==> src/rtl/apb_master_bridge_pkg.sv <==
`default_nettype none
// ============================================================================
// Module      : apb_bridge_pkg
// Description : Shared types and default widths for the req/gnt/rvalid to
//               APB3 master bridge: FSM state encoding, default bus widths
//               and the request record captured on acceptance.
// Revision    : 1.0 - initial release
// ============================================================================
package apb_bridge_pkg;

    localparam int unsigned c_apb_addr_width = 32;
    localparam int unsigned c_apb_data_width = 32;

    typedef enum logic [1:0] {
        IDLE   = 2'd0,
        SETUP  = 2'd1,
        ACCESS = 2'd2
    } apb_state_e;

    // Request record at the default widths.
    typedef struct packed {
        logic [c_apb_addr_width-1:0] addr;
        logic                        we;
        logic [c_apb_data_width-1:0] wdata;
    } apb_req_t;

endpackage
`default_nettype wire

==> src/rtl/apb_master_bridge_if.sv <==
`default_nettype none
// ============================================================================
// Module      : apb_req_if / apb_if
// Description : Bus bundles for the bridge.
//               apb_req_if - upstream single-outstanding request bus
//                 req_i, addr_i, we_i, wdata_i  : requester -> bridge
//                 gnt_o, rvalid_o, rdata_o, err_o : bridge -> requester
//               apb_if     - APB3 master port
//                 psel_o, penable_o, pwrite_o, paddr_o, pwdata_o : bridge -> node
//                 prdata_i, pready_i, pslverr_i                  : node -> bridge
//               Signal names keep the bridge's port naming so the direction
//               suffix is always relative to the bridge.
// Revision    : 1.0 - initial release
// ============================================================================
interface apb_req_if #(
    parameter int unsigned AW = 32,
    parameter int unsigned DW = 32
) ();
    logic          req_i;
    logic          gnt_o;
    logic [AW-1:0] addr_i;
    logic          we_i;
    logic [DW-1:0] wdata_i;
    logic          rvalid_o;
    logic [DW-1:0] rdata_o;
    logic          err_o;

    // Requester side.
    modport master (
        output req_i, addr_i, we_i, wdata_i,
        input  gnt_o, rvalid_o, rdata_o, err_o
    );

    // Bridge side.
    modport slave (
        input  req_i, addr_i, we_i, wdata_i,
        output gnt_o, rvalid_o, rdata_o, err_o
    );
endinterface

interface apb_if #(
    parameter int unsigned AW = 32,
    parameter int unsigned DW = 32
) ();
    logic          psel_o;
    logic          penable_o;
    logic          pwrite_o;
    logic [AW-1:0] paddr_o;
    logic [DW-1:0] pwdata_o;
    logic [DW-1:0] prdata_i;
    logic          pready_i;
    logic          pslverr_i;

    // Bridge side.
    modport master (
        output psel_o, penable_o, pwrite_o, paddr_o, pwdata_o,
        input  prdata_i, pready_i, pslverr_i
    );

    // APB node side.
    modport slave (
        input  psel_o, penable_o, pwrite_o, paddr_o, pwdata_o,
        output prdata_i, pready_i, pslverr_i
    );
endinterface
`default_nettype wire

==> src/rtl/apb_master_bridge_timeout_cnt.sv <==
`default_nettype none
// ============================================================================
// Module      : apb_timeout_cnt
// Description : ACCESS-phase wait counter. Cleared on entry to ACCESS,
//               advances on every stalled ACCESS cycle and flags expiry once
//               the count reaches TIMEOUT_CYCLES-1.
//   clk       in  clock
//   rst       in  synchronous active-high reset
//   i_clear   in  restart the count (asserted in the cycle before ACCESS)
//   i_enable  in  count one stalled cycle
//   o_expired out count has reached TIMEOUT_CYCLES-1
// Revision    : 1.0 - initial release
// ============================================================================
module apb_timeout_cnt #(
    parameter int unsigned TIMEOUT_CYCLES = 64
) (
    input  wire logic clk,
    input  wire logic rst,
    input  wire logic i_clear,
    input  wire logic i_enable,
    output logic      o_expired
);

    localparam int unsigned c_cnt_w = (TIMEOUT_CYCLES > 2) ? $clog2(TIMEOUT_CYCLES) : 1;

    logic [c_cnt_w-1:0] r_count;

    // Saturates at the expiry value so a held enable cannot wrap the count.
    always_ff @(posedge clk) begin
        if (rst || i_clear) begin
            r_count <= '0;
        end else if (i_enable && !o_expired) begin
            r_count <= r_count + c_cnt_w'(1);
        end
    end

    assign o_expired = (r_count == c_cnt_w'(TIMEOUT_CYCLES - 1));

endmodule
`default_nettype wire

==> src/rtl/apb_master_bridge.sv <==
`default_nettype none
// ============================================================================
// Module      : apb_master_bridge
// Description : Converts a single-outstanding req/gnt/rvalid bus into APB3
//               master transfers (IDLE -> SETUP -> ACCESS), returning one
//               registered response pulse per accepted request.
//   clk_i    in  clock
//   rst_i    in  synchronous active-high reset
//   req_bus  apb_req_if.slave : req/gnt/addr/we/wdata, rvalid/rdata/err
//   apb_bus  apb_if.master    : psel/penable/pwrite/paddr/pwdata,
//                               prdata/pready/pslverr
// Build option: define APB_BRIDGE_TIMEOUT_EN to abort an ACCESS phase that
//               stalls for TIMEOUT_CYCLES cycles with an error response.
// Revision    : 1.0 - initial release
// ============================================================================
module apb_master_bridge
    import apb_bridge_pkg::*;
#(
    parameter int unsigned APB_ADDR_WIDTH = c_apb_addr_width,
    parameter int unsigned APB_DATA_WIDTH = c_apb_data_width,
    parameter int unsigned TIMEOUT_CYCLES = 64
) (
    input  wire logic  clk_i,
    input  wire logic  rst_i,
    apb_req_if.slave   req_bus,
    apb_if.master      apb_bus
);

    typedef struct packed {
        logic [APB_ADDR_WIDTH-1:0] addr;
        logic                      we;
        logic [APB_DATA_WIDTH-1:0] wdata;
    } req_t;

    apb_state_e                r_state;
    req_t                      r_req;
    logic                      r_gnt;
    logic                      r_psel;
    logic                      r_penable;
    logic                      r_rvalid;
    logic [APB_DATA_WIDTH-1:0] r_rdata;
    logic                      r_err;
    logic                      w_timeout;

`ifdef APB_BRIDGE_TIMEOUT_EN
    apb_timeout_cnt #(
        .TIMEOUT_CYCLES (TIMEOUT_CYCLES)
    ) u_timeout_cnt (
        .clk       (clk_i),
        .rst       (rst_i),
        .i_clear   (r_state == SETUP),
        .i_enable  ((r_state == ACCESS) && !apb_bus.pready_i),
        .o_expired (w_timeout)
    );
`else
    // No counter in this build: the comparison is constant false for any
    // legal TIMEOUT_CYCLES, so ACCESS waits for pready_i indefinitely.
    assign w_timeout = (TIMEOUT_CYCLES == 0);
`endif

    always_ff @(posedge clk_i) begin
        if (rst_i) begin
            r_state   <= IDLE;
            r_req     <= '0;
            r_gnt     <= 1'b1;
            r_psel    <= 1'b0;
            r_penable <= 1'b0;
            r_rvalid  <= 1'b0;
            r_rdata   <= '0;
            r_err     <= 1'b0;
        end else begin
            // Response is a single-cycle pulse; data/error read as 0 otherwise.
            r_rvalid <= 1'b0;
            r_rdata  <= '0;
            r_err    <= 1'b0;
            case (r_state)
                IDLE: begin
                    if (req_bus.req_i) begin
                        r_state   <= SETUP;
                        r_gnt     <= 1'b0;
                        r_psel    <= 1'b1;
                        r_req     <= '{addr:  req_bus.addr_i,
                                       we:    req_bus.we_i,
                                       wdata: req_bus.wdata_i};
                    end
                end
                SETUP: begin
                    r_state   <= ACCESS;
                    r_penable <= 1'b1;
                end
                ACCESS: begin
                    // pready_i wins over a timeout expiring in the same cycle.
                    if (apb_bus.pready_i || w_timeout) begin
                        r_state   <= IDLE;
                        r_gnt     <= 1'b1;
                        r_psel    <= 1'b0;
                        r_penable <= 1'b0;
                        r_req     <= '0;
                        r_rvalid  <= 1'b1;
                        r_err     <= apb_bus.pready_i ? apb_bus.pslverr_i : 1'b1;
                        r_rdata   <= (apb_bus.pready_i && !r_req.we) ? apb_bus.prdata_i : '0;
                    end
                end
                default: begin
                    r_state <= IDLE;
                    r_gnt   <= 1'b1;
                end
            endcase
        end
    end

    assign req_bus.gnt_o    = r_gnt;
    assign req_bus.rvalid_o = r_rvalid;
    assign req_bus.rdata_o  = r_rdata;
    assign req_bus.err_o    = r_err;

    // Request fields are cleared on return to IDLE, so the APB address and
    // data lines idle at 0 and hold steady from SETUP through ACCESS.
    assign apb_bus.psel_o    = r_psel;
    assign apb_bus.penable_o = r_penable;
    assign apb_bus.pwrite_o  = r_req.we;
    assign apb_bus.paddr_o   = r_req.addr;
    assign apb_bus.pwdata_o  = r_req.wdata;

endmodule
`default_nettype wire
==> src/flat_wrapper.sv <==
// flat-port wrapper written by rule: the top's interface ports become plain ports
module apb_master_bridge_flat import apb_bridge_pkg::*;
#(
    parameter int unsigned APB_ADDR_WIDTH = c_apb_addr_width,
    parameter int unsigned APB_DATA_WIDTH = c_apb_data_width,
    parameter int unsigned TIMEOUT_CYCLES = 64
)
  (clk_i, rst_i, req_bus_req_i, req_bus_addr_i, req_bus_we_i, req_bus_wdata_i, req_bus_gnt_o, req_bus_rvalid_o, req_bus_rdata_o, req_bus_err_o, apb_bus_psel_o, apb_bus_penable_o, apb_bus_pwrite_o, apb_bus_paddr_o, apb_bus_pwdata_o, apb_bus_prdata_i, apb_bus_pready_i, apb_bus_pslverr_i);
  apb_req_if req_bus_i ();
  apb_if apb_bus_i ();
  input  wire logic clk_i;
  input  wire logic rst_i;
  input wire logic [$bits(req_bus_i.req_i)-1:0] req_bus_req_i;
  input wire logic [$bits(req_bus_i.addr_i)-1:0] req_bus_addr_i;
  input wire logic [$bits(req_bus_i.we_i)-1:0] req_bus_we_i;
  input wire logic [$bits(req_bus_i.wdata_i)-1:0] req_bus_wdata_i;
  output wire logic [$bits(req_bus_i.gnt_o)-1:0] req_bus_gnt_o;
  output wire logic [$bits(req_bus_i.rvalid_o)-1:0] req_bus_rvalid_o;
  output wire logic [$bits(req_bus_i.rdata_o)-1:0] req_bus_rdata_o;
  output wire logic [$bits(req_bus_i.err_o)-1:0] req_bus_err_o;
  output wire logic [$bits(apb_bus_i.psel_o)-1:0] apb_bus_psel_o;
  output wire logic [$bits(apb_bus_i.penable_o)-1:0] apb_bus_penable_o;
  output wire logic [$bits(apb_bus_i.pwrite_o)-1:0] apb_bus_pwrite_o;
  output wire logic [$bits(apb_bus_i.paddr_o)-1:0] apb_bus_paddr_o;
  output wire logic [$bits(apb_bus_i.pwdata_o)-1:0] apb_bus_pwdata_o;
  input wire logic [$bits(apb_bus_i.prdata_i)-1:0] apb_bus_prdata_i;
  input wire logic [$bits(apb_bus_i.pready_i)-1:0] apb_bus_pready_i;
  input wire logic [$bits(apb_bus_i.pslverr_i)-1:0] apb_bus_pslverr_i;
  assign req_bus_i.req_i = req_bus_req_i;
  assign req_bus_i.addr_i = req_bus_addr_i;
  assign req_bus_i.we_i = req_bus_we_i;
  assign req_bus_i.wdata_i = req_bus_wdata_i;
  assign req_bus_gnt_o = req_bus_i.gnt_o;
  assign req_bus_rvalid_o = req_bus_i.rvalid_o;
  assign req_bus_rdata_o = req_bus_i.rdata_o;
  assign req_bus_err_o = req_bus_i.err_o;
  assign apb_bus_psel_o = apb_bus_i.psel_o;
  assign apb_bus_penable_o = apb_bus_i.penable_o;
  assign apb_bus_pwrite_o = apb_bus_i.pwrite_o;
  assign apb_bus_paddr_o = apb_bus_i.paddr_o;
  assign apb_bus_pwdata_o = apb_bus_i.pwdata_o;
  assign apb_bus_i.prdata_i = apb_bus_prdata_i;
  assign apb_bus_i.pready_i = apb_bus_pready_i;
  assign apb_bus_i.pslverr_i = apb_bus_pslverr_i;
  apb_master_bridge #(.APB_ADDR_WIDTH(APB_ADDR_WIDTH), .APB_DATA_WIDTH(APB_DATA_WIDTH), .TIMEOUT_CYCLES(TIMEOUT_CYCLES)) u_core (.clk_i(clk_i), .rst_i(rst_i), .req_bus(req_bus_i), .apb_bus(apb_bus_i));
endmodule
==> config.mk <==
export PLATFORM = sky130hd
export DESIGN_NAME = apb_master_bridge_flat
export DESIGN_NICKNAME = d
export VERILOG_FILES = /design/src/rtl/apb_master_bridge_pkg.sv /design/src/rtl/apb_master_bridge_if.sv /design/src/rtl/apb_master_bridge_timeout_cnt.sv /design/src/rtl/apb_master_bridge.sv /design/src/flat_wrapper.sv
export SDC_FILE = /design/constraint.sdc
export NUM_CORES = 1
export LEC_CHECK = 0
export ABC_CLOCK_PERIOD_IN_PS = 2400
export CORE_ASPECT_RATIO = 0.6
export CORE_MARGIN = 2
export CORE_UTILIZATION = 60
export CTS_CLUSTER_SIZE = 8
export DETAILED_ROUTE_END_ITERATION = 10
export DONT_BUFFER_PORTS = 1
export GPL_TIMING_DRIVEN = 1
export PLACE_DENSITY = 0.78
export SYNTH_ARGS = -nofsm -noshare
export SYNTH_HDL_FRONTEND = slang
export SYNTH_SLANG_ARGS = --single-unit
==> constraint.sdc <==
create_clock -name clk_i -period 2.4 [get_ports clk_i]
set_input_delay 0.24 -clock clk_i [delete_from_list [all_inputs] [get_ports clk_i]]
set_output_delay 0.24 -clock clk_i [all_outputs]
set_load 0.005 [all_outputs]
Word-level counts from Yosys, hierarchy flattened
Index checks and enable logic that the tools add are counted.
{"block": "totals", "in_bits": 102, "register_bits": 104, "elab_cells": 44, "out_inout_bits": 102}
{"block": "classes", "eq_ne": 4, "bitwise_logic": 4, "muxes": 14, "reduce_logical": 12}
{"operator": "$mux 65", "count": 2}
{"operator": "$pmux 65 s2", "count": 1}
{"operator": "$pmux 2 s3", "count": 1}
{"operator": "$reduce_and 3->1", "count": 2}
{"operator": "$mux 1", "count": 5}
{"operator": "$mux 2", "count": 2}
{"operator": "$ne 2x2->1 const B", "count": 2}
{"operator": "$not 1->1", "count": 4}
{"operator": "$pmux 1 s2", "count": 2}
{"operator": "$reduce_and 2->1", "count": 2}
{"operator": "$reduce_bool 2->1", "count": 2}
{"operator": "$reduce_or 4->1", "count": 1}
{"operator": "$pmux 1 s3", "count": 1}
{"operator": "$reduce_or 3->1", "count": 1}
{"operator": "$eq 2x1->1 const B", "count": 1}
{"operator": "$eq 2x2->1 const B", "count": 1}
{"operator": "$logic_not 2->1", "count": 1}
{"operator": "$reduce_or 2->1", "count": 1}
{"operator": "$logic_and 1x1->1", "count": 1}
{"operator": "$logic_not 1->1", "count": 1}

Longest topological paths before layout
Gate-level depths: netlist of the first run.
{"block": "depth", "ltp_word": 4, "ltp_mapped": 5, "mapped_depth_nobuf": 3}

Worst setup path after synthesis of the first run
No wires, ideal clock.
{"block": "synth_path", "kind": "register to register", "startpoint": "reg u_core.r_state[1]", "endpoint": "reg u_core.r_req, in the netlist u_core.apb_bus.pwdata_o[12]", "arrival_time_ns": 1.322, "setup_time_ns": 0.060, "n_path_buf": 2, "path_stages_with_launch": 6, "required_ns": 2.340, "synth_period_minus_slack_ns": 1.381, "slack_ns": 1.019, "cell_sequence": "dfxtp_1 -> buf_6 -> mux2_4 -> a21oi_4 -> buf_6 -> a22o_1"}
{"block": "synth_via", "elab_chain_len": 3, "elab_cells_between_ends": 7, "cone_classes": "3 x eq/ne; 1 x mux; 3 x reduce/logical"}
{"element": "from (decl)", "line": "apb_master_bridge.sv:35", "text": "apb_state_e r_state;"}
{"element": "from (signal assigned)", "line": "apb_master_bridge.sv:63", "text": "r_state <= IDLE;"}
{"element": "from (signal assigned)", "line": "apb_master_bridge.sv:79", "text": "r_state <= SETUP;"}
{"element": "from (signal assigned)", "line": "apb_master_bridge.sv:88", "text": "r_state <= ACCESS;"}
{"element": "$eq 2x2->1 or $logic_not 2->1 (tied branches)", "line": "apb_master_bridge.sv:76", "text": "case (r_state)"}
{"element": "$ne 2x2->1 (no line) or $reduce_bool 2->1 (tied branches)"}
{"element": "$reduce_and 3->1 (no line)"}
{"element": "to (signal assigned)", "line": "apb_master_bridge.sv:82", "text": "r_req <= '{addr: req_bus.addr_i,"}
{"element": "to (decl)", "line": "apb_master_bridge.sv:36", "text": "req_t r_req;"}
Several ways; a longest one is shown, not always the timed one.
A chain may end at the register's enable or synchronous reset.

Worst setup path in the final report of the first run
{"block": "layout_path", "startpoint": "reg u_core.r_state[1]", "endpoint": "reg u_core.r_req, in the netlist u_core.apb_bus.pwdata_o[31]"}
The elaborated chain is that of the path after synthesis.

==> summary.txt, run 1 <==
Place
  – RePlAce Congestion: ~0.76
  – Port Buf Inserts: 0
  – Dpl cells: 296
  – Dpl hpwl: between 4000 and 5000 um
  – Placed cell area: 3140 um^2

Finish
  – Non-filler instance count after layout: 406
  – Area added between synthesis and finish: 34.8%
  – Multi-input logic area: slightly above 900 um^2
  – Fin area: approximately 4200 um^2
  – Layout cells sized above 1: a little under 7%
  – Register area: between 2000 and 2500 um^2
  – Antenna Cells: 0
  – Fin nets: approximately 440
  – Fill count: 280

Worst hold path
  – Hold crit path type: primary input to flop
  – Hold Startpoint: req_bus_wdata_i[1]
  – Hold path endpoint: u_core.apb_bus.pwdata_o[1]$_SDFFE_PP0P_
  – Hold Path Stages: 1

Yosys
  – Ranking of synthesized cells by area: dfxtp_1, a22o_1, and2_1, buf_6, buf_2
  – Multiplexer share of the synthesized area: less than 1%
  – Sequential element share of the synthesized area: approximately 66%
  – Post-Syn Nets: approximately 350
  – Xor and xnor fraction of the mapped netlist area: 0%
  – Post-synthesis adder-cell area fraction: 0%
  – Post-synth top area share: roughly two thirds
  – Simple-gate area share of the yosys netlist: between 8 and 9%
  – Mapped cell area: approximately 3200 um^2
  – Yosys warns: 0
  – Area leader, netlist: dfxtp_1
  – Number of library cell types mapped by synthesis: 23
  – Synth Area in Compound Gates: roughly a fifth
  – Largest family of logic cells by synthesized area: compound AO/OA/AOI/OAI gates
  – Syn_area_per_cell: between 10 and 15 um^2
  – #FFs+latches synth: around 100
  – Cells after synthesis: around 240

Clock network
  – Clock Latency Late Sink: roughly 0.36 ns
  – CTS tree: built
  – CTS Buffer Depth: 2
  – Root Driver: clkbuf_8
  – CTS buffer count: 9
  – H-tree depth: 3
  – # clock sinks: 104
  – Worst-path clk slew: approximately 0.10 ns

Critical path
  – Worst R2R Path Depth: 4
  – Critical path type: flop to flop
  – CP arrival: 2.09 ns
  – CP Data Required Time: 2.68 ns
  – Startpoint type of the worst setup path: flop
  – Worst R2R Start: u_core.r_state[1]$_SDFFE_PP0P_
  – R2r setup slk: 0.59 ns
  – Type of destination of the critical path: flop
  – Crit path max fanout: 46
  – R2r endpoint: u_core.apb_bus.pwdata_o[31]$_SDFFE_PP0P_

Global route
  – GRT Total Usage: slightly below 30%
  – First-pass GRT wire length: approximately 13,000 um
  – Initial antenna violation count: 0
  – Largest net degree at the start of global routing: 49
  – GRT overflow: 0
  – Vias in the first global route: about 2.4k

STA
  – Worst-Margin Slew: approximately 0.76 ns
  – Crit path time final: 1.81 ns
  – Fmax: ~550 MHz
  – Max-slew violation count: 0
  – Hold Fails Final Rpt: 0
  – WHS: 0.0227 ns
  – RSZ-0062 raised after global routing: no
  – Slew HR: 49.6%
  – Setup violators final: 0
  – Post-Route Setup TNS: 0 ns
  – Clk_skew: around 0.02 ns
  – Period utilization: about three quarters

Floorplanning
  – Die H: about 60 um
  – Starting density of the core: 62.4%
  – Core Rows: 20
  – Core area: slightly above 5000 um^2
  – Die Wd: approximately 98 um
  – Die ar.: slightly below 6000 um^2
  – Num ports: a little over 200

Power
  – Worst IR Drop VDD: between 0.0004 and 0.0005 V
  – Pleak: ~1.7 nW
  – Pwr per Cell Area: between 700 and 800 nW/um^2
  – PnR Total Power: 3.13 mW

Routing
  – Wire per inst: roughly 22 um
  – Post-DRT Antenna Nets: 0
  – Total Wirelength: 8930 um
  – Pre-Repair DR Iteration Count: 4
  – Initial drt markers: ~120
  – Vias: 2,359
  – Drt via density: ~5.8
  – # DRC: 0

Run
  – Max_cap viols: 0

Run status
  – Outcome: completed
-- synth_stat cells, drive strengths merged --
master    n
a21oi     4
a22o     64
a311oi    1
a32oi     1
and2     33
and2b     1
and4bb    1
buf      15
clkbuf    3
dfxtp   104
inv       3
mux2      1
mux2i     1
nand2b    2
nor2      2
nor2b     2
nor3      1
o21a      1
o21ai     3
o22ai     1
-- layer usage --
metal | share of wire [%] | global-route usage, % | vias to the layer above
met4 | 2.4 | 12.9 | 0
met5 | 0 | 0 | -
met2 | 51 | 51.3 | 139
met3 | 9.6 | 12.3 | 23
li1 | - | - | 1049
met1 | 37 | 32.1 | 1148
-- worst max path at each step --
stage	startpoint	slack, ns	cells after the start	endpoint
detailed placement	u_core.r_state[1]$_SDFFE_PP0P_	0.69	3	u_core.req_bus.rdata_o[6]$_SDFF_PP0_
floorplan	u_core.r_state[1]$_SDFFE_PP0P_	1.02	5	u_core.apb_bus.pwdata_o[12]$_SDFFE_PP0P_
finish	u_core.r_state[1]$_SDFFE_PP0P_	0.59	4	u_core.apb_bus.pwdata_o[31]$_SDFFE_PP0P_
global route	u_core.r_state[1]$_SDFFE_PP0P_	0.47	3	u_core.req_bus.rdata_o[25]$_SDFF_PP0_
global placement	u_core.r_state[1]$_SDFFE_PP0P_	0.79	4	u_core.apb_bus.pwdata_o[26]$_SDFFE_PP0P_
CTS	u_core.r_state[1]$_SDFFE_PP0P_	0.66	3	u_core.req_bus.rdata_o[6]$_SDFF_PP0_
-- power by group --
group	switching, mW	internal, mW	total (mW)
combinational	0.114	0.175	0.288
sequential	0.0789	1.81	1.89
clock	0.570	0.381	0.951
total	0.762	2.37	3.13
-- state kept, by name (all words and copies together), names as in the netlist --
name,flops
u_core.apb_bus.paddr_o,32
u_core.apb_bus.pwdata_o,32
u_core.req_bus.rdata_o,32
u_core.r_state,2
u_core.apb_bus.penable_o,1
u_core.apb_bus.psel_o,1
u_core.apb_bus.pwrite_o,1
u_core.req_bus.err_o,1
u_core.req_bus.gnt_o,1
u_core.req_bus.rvalid_o,1
-- stage by stage --
stage,worst slack [ns],utilization (%)
floorplan,1.02,-
global placement,0.789,62.1
detailed placement,0.689,62.1
CTS,0.655,83.7
global route,0.470,84.1
finish,0.590,84.1
-- logic make-up after synthesis --
logic type	Yosys count
AOI/OAI and AO/OA	75
buffers and inverters	21
DFF	104
muxes	2
and+or+nand+nor	42
-- critical path, stage by stage (launching register included) --
cell and delay, ns:
dfxtp_1 0.53, mux2_4 0.35, a21oi_4 0.15, buf_4 0.43, a22o_1 0.25
-- cell usage in the layout, fill, tap and decap left out, types with 2 or more instances in the layout --
cell type / synthesis / layout
clkinv_2: 0 / 2
nor2b_1: 2 / 2
a21oi_1: 3 / 3
clkinvlp_4: 0 / 2
dlygate4sd3_1: 0 / 94
inv_6: 0 / 2
dfxtp_1: 104 / 104
and2_1: 33 / 33
buf_4: 0 / 4
nand2b_1: 2 / 2
o21ai_0: 3 / 3
clkbuf_8: 0 / 9
a22o_1: 64 / 64
nor2_1: 2 / 2
inv_1: 3 / 3
-- final cells by class --
type                            count  area share (%)
Multi-Input combinational cell    119            21.9
Tap cell                           66            1.94
Timing Repair Buffer               98            22.9
Clock buffer                       10            3.00
Sequential cell                   104            49.0
Clock inverter                      6            1.00
Inverter                            3           0.265
-- what timing repair did --
action / CTS / global route
endpoints found under the hold margin: 95 / 2
setup endpoints to repair: 0 / 0
resized for setup: 0 / 0
setup buffers: 0 / 0
hold buffers: 92 / 2
Note: power is estimated with default switching activity, not from simulation.
==> run 2: changes to the inputs <==
--- a/config.mk
+++ b/config.mk
@@ -5,7 +5,8 @@
 export SDC_FILE = /design/constraint.sdc
 export NUM_CORES = 1
 export LEC_CHECK = 0
-export ABC_CLOCK_PERIOD_IN_PS = 2400
+export ABC_AREA = 1
+export ABC_CLOCK_PERIOD_IN_PS = 1800
 export CORE_ASPECT_RATIO = 0.6
 export CORE_MARGIN = 2
 export CORE_UTILIZATION = 60
==> constraint.sdc (replaced) <==
create_clock -name clk_i -period 1.8 [get_ports clk_i]
set_input_delay 0.18 -clock clk_i [delete_from_list [all_inputs] [get_ports clk_i]]
set_output_delay 0.18 -clock clk_i [all_outputs]
set_load 0.005 [all_outputs]
==> summary.txt, run 2 <==
Finish
  – Antenna Cells: 0 (unchanged)
  – Fin nets: 608 (was 437)
  – Layout cells sized above 1: 18.2% (was 6.76%)
  – Fill count: 373 (was 280)
  – Most frequent cells in the layout: nand2_1, dfxtp_1, dlygate4sd3_1 (was dfxtp_1, dlygate4sd3_1, a22o_1)
  – Util after Layout: 81.1% (was 84.1%)
  – Non-filler instance count after layout: 595 (was 406)
  – Commonest non-fill, non-tap cell in the layout: nand2_1 (was dfxtp_1)
  – Area added between synthesis and finish: 32.3% (was 34.8%)

Global route
  – Initial antenna violation count: 0 (unchanged)
  – First-pass GRT wire length: 14,900 um (was 12,900 um)
  – GRT Total Usage: 28.2% (was 29.3%)
  – Largest net degree at the start of global routing: 43 (was 49)
  – Vias in the first global route: 2,983 (was 2,383)
  – GRT overflow: 0 (unchanged)

Yosys
  – Most frequent cell after synthesis: nand2_1 (was dfxtp_1)
  – Post-Syn Nets: 514 (was 346)
  – Ranking of synthesized cells by area: dfxtp_1, nand2_1, o21ai_2, buf_6, inv_1 (was dfxtp_1, a22o_1, and2_1, buf_6, buf_2)
  – Syn_area_per_cell: 9.01 um^2 (was 12.9 um^2)
  – #FFs+latches synth: 104 (unchanged)
  – Cells after synthesis: 412 (was 244)
  – Leading register cell type out of synthesis: dfxtp_1 (unchanged)
  – Yosys warns: 0 (unchanged)
  – Post-synth top area share: 56.1% (was 66.0%)
  – Number of library cell types mapped by synthesis: 21 (was 23)
  – Area leader, netlist: dfxtp_1 (unchanged)
  – Mapped cell area: 3710 um^2 (was 3150 um^2)
  – Post-synth EDFFs: 0 (unchanged)
  – Sequential element share of the synthesized area: 56.1% (was 66.0%)
  – Async S/R FF share, synth: 0% (unchanged)
  – Synth cell count leaders: nand2_1, dfxtp_1, o21ai_2, inv_1, nor2_1 (was dfxtp_1, a22o_1, and2_1, buf_2, buf_6)

Worst hold path
  – Hold path endpoint: u_core.r_state[1]$_SDFFE_PP0P_ (was u_core.apb_bus.pwdata_o[1]$_SDFFE_PP0P_)
  – Hold Path Stages: 2 (was 1)
  – Hold Startpoint: apb_bus_pready_i (was req_bus_wdata_i[1])
  – Hold crit path type: primary input to flop (unchanged)

Place
  – Dpl hpwl: 5560 um (was 4430 um)
  – Port Buf Inserts: 0 (unchanged)
  – RePlAce Congestion: 0.708 (was 0.764)
  – Dpl cells: 479 (was 296)

Clock network
  – Worst-path clk slew: 0.10 ns (about the same)
  – H-tree depth: 3 (unchanged)
  – Post-cts sizing count: 0 (unchanged)
  – CTS buffer count: 9 (unchanged)
  – # clock sinks: 104 (unchanged)
  – Clock Latency Late Sink: 0.35 ns (was 0.36 ns)
  – Cts hold-fix bufs: 100 (was 92)
  – Post CTS Setup Buffer Count: 0 (unchanged)
  – CTS Buffer Depth: 2 (unchanged)
  – CTS tree: built (unchanged)
  – Root Driver: clkbuf_8 (unchanged)

Power
  – Clock power share: 32.2% (was 30.4%)
  – Switching power: 1.15 mW (was 762 uW)
  – Pwr per Cell Area: 914 nW/um^2 (was 737 nW/um^2)
  – Worst IR Drop VDD: 0.000615 V (was 0.000444 V)
  – Sequential power share: 56.1% (was 60.4%)
  – Comb power frac: 11.7% (was 9.2%)
  – Internal power: 3.34 mW (was 2.37 mW)
  – Pleak: 2.04 nW (was 1.74 nW)
  – Net Sw Frac: 25.7% (was 24.4%)

STA
  – Slew HR: 74.1% (was 49.6%)
  – Post-Route Setup TNS: 0 ns (unchanged)
  – Clk_skew: 0.00925 ns (was 0.0200 ns)
  – Max-slew violation count: 0 (unchanged)
  – Fmax: 662 MHz (was 552 MHz)
  – WHS: 0.0639 ns (was 0.0227 ns)
  – Period utilization: 83.9% (was 75.4%)
  – Crit path time final: 1.51 ns (was 1.81 ns)
  – Setup violators final: 0 (unchanged)
  – Worst-Margin Slew: 0.388 ns (was 0.756 ns)
  – RSZ-0062 raised after global routing: no (unchanged)
  – Hold Fails Final Rpt: 0 (unchanged)

Routing
  – Total Wirelength: 9750 um (was 8930 um)
  – Wire per inst: 16.4 um (was 22.0 um)
  – Drt via density: 5.04 (was 5.81)
  – Vias: 3,001 (was 2,359)
  – # DRC: 0 (unchanged)
  – Pre-Repair DR Iteration Count: 4 (unchanged)
  – Initial drt markers: 175 (was 115)
  – Post-DRT Antenna Nets: 0 (unchanged)

Run
  – Max_cap viols: 0 (unchanged)

Floorplanning
  – Num ports: 204 (unchanged)
  – Die H: 64.9 um (was 60.2 um)
  – Starting density of the core: 61.3% (was 62.4%)
  – Die ar.: 6860 um^2 (was 5870 um^2)
  – Core area: 6060 um^2 (was 5050 um^2)
  – Die Wd: 106 um (was 97.6 um)
  – Core Rows: 22 (was 20)

Critical path
  – CP peak stage delay: 0.56 ns (was 0.53 ns)
  – Critical path type: flop to flop (unchanged)
  – Worst R2R Start: u_core.r_state[1]$_SDFFE_PP0P_ (unchanged)
  – Startpoint type of the worst setup path: flop (unchanged)
  – CP delay by family, top: buffers and inverters (was flip-flops)
  – Crit path max fanout: 6 (was 46)
  – Worst R2R Path Depth: 4 (unchanged)
  – R2r setup slk: 0.29 ns (was 0.59 ns)
  – CP arrival: 1.76 ns (was 2.09 ns)
  – CP max-delay cell: dlygate4sd3_1 (was dfxtp_1)
  – Crit-path cells: nand3_2, nand3_1, a21oi_1, dlygate4sd3_1 (was mux2_4, a21oi_4, buf_4, a22o_1)
  – CP Data Required Time: 2.05 ns (was 2.68 ns)
  – Worst path buffer plus inverter count: 1 (unchanged)
  – R2r endpoint: u_core.apb_bus.pwdata_o[30]$_SDFFE_PP0P_ (was u_core.apb_bus.pwdata_o[31]$_SDFFE_PP0P_)
  – Type of destination of the critical path: flop (unchanged)

Run status
  – Outcome: completed (unchanged)
-- run 2: changes by cell type in the layout (fill, tap and decap cells not counted), sizes merged, moves of 3 or more --
cell         previous run  this run
a22o                   64         0
and2                   33         0
buf                     4         7
dlygate4sd3            94       100
inv                     5        41
nand2                   0       137
nand3                   0         5
nor2                    2        35
o21ai                   3        65
-- run 2: per-stage QoR --
step                      power [mW]  area [um^2]  worst slack [ns]
after CTS                       4.50         4910             0.286
after global placement          2.89         3710             0.425
after detailed placement        2.90         3710             0.358
after floorplan                 2.84         3710             0.683
final                           4.49         4910             0.289
after global routing            4.66         4910             0.210
-- run 2: cells by family after synthesis --
group | after synthesis | synth area share (%)
AND/OR/NAND/NOR | 179 | 20.2
flip-flops | 104 | 56.1
AO/OA/AOI/OAI | 68 | 14.2
buffers and inverters | 61 | 9.50
-- run 2: power groups by stage --
stage               Sequential (mW)  Combinational [mW]  Clock, mW
floorplan                      2.54               0.303          0
global placement               2.57               0.320          0
detailed placement             2.57               0.335          0
CTS                            2.52               0.514       1.47
global route                   2.53               0.576       1.55
finish                         2.52               0.527       1.45
-- run 2: final cells by class --
| class | count | area [um^2] | share of cell area (%) |
|---|---|---|---|
| Sequential cell | 104 | 2080 | 42.4 |
| Multi-Input combinational cell | 247 | 1280 | 26.1 |
| Timing Repair Buffer | 107 | 1100 | 22.5 |
| Inverter | 37 | 139 | 2.83 |
| Clock buffer | 9 | 124 | 2.52 |
| Tap cell | 84 | 105 | 2.14 |
| Clock inverter | 7 | 75.1 | 1.53 |
-- run 2: worst max-delay path by stage --
stage                                                     endpoint  depth (start not counted)                           start  slack, ns
after floorplan            u_core.apb_bus.paddr_o[31]$_SDFFE_PP0P_                          7  u_core.r_state[1]$_SDFFE_PP0P_       0.68
after global placement    u_core.apb_bus.pwdata_o[21]$_SDFFE_PP0P_                          4  u_core.r_state[1]$_SDFFE_PP0P_       0.42
after detailed placement   u_core.apb_bus.pwdata_o[1]$_SDFFE_PP0P_                          4  u_core.r_state[1]$_SDFFE_PP0P_       0.36
after CTS                 u_core.apb_bus.pwdata_o[30]$_SDFFE_PP0P_                          4  u_core.r_state[1]$_SDFFE_PP0P_       0.29
after global routing      u_core.apb_bus.pwdata_o[30]$_SDFFE_PP0P_                          4  u_core.r_state[1]$_SDFFE_PP0P_       0.21
final                     u_core.apb_bus.pwdata_o[30]$_SDFFE_PP0P_                          4  u_core.r_state[1]$_SDFFE_PP0P_       0.29
-- run 2: layer usage --
| metal | up-vias | track usage, % | routed length (um) | part of all wire, % |
|---|---|---|---|---|
| met5 | - | 0 | 0 | 0 |
| met4 | 0 | 15.6 | 345 | 3.5 |
| met3 | 30 | 9.56 | 835 | 8.6 |
| met2 | 140 | 50.4 | 4910 | 50 |
| met1 | 1374 | 29.6 | 3660 | 38 |
| li1 | 1457 | - | - | - |
-- run 2: worst reg2reg max path, delay by kind of cell, from the launching register on --
kind / cells / cell delay [ns]
buffers and inverters: 1 / 0.56
DFF: 1 / 0.43
and+or+nand+nor: 2 / 0.36
AOI/OAI and AO/OA: 1 / 0.06
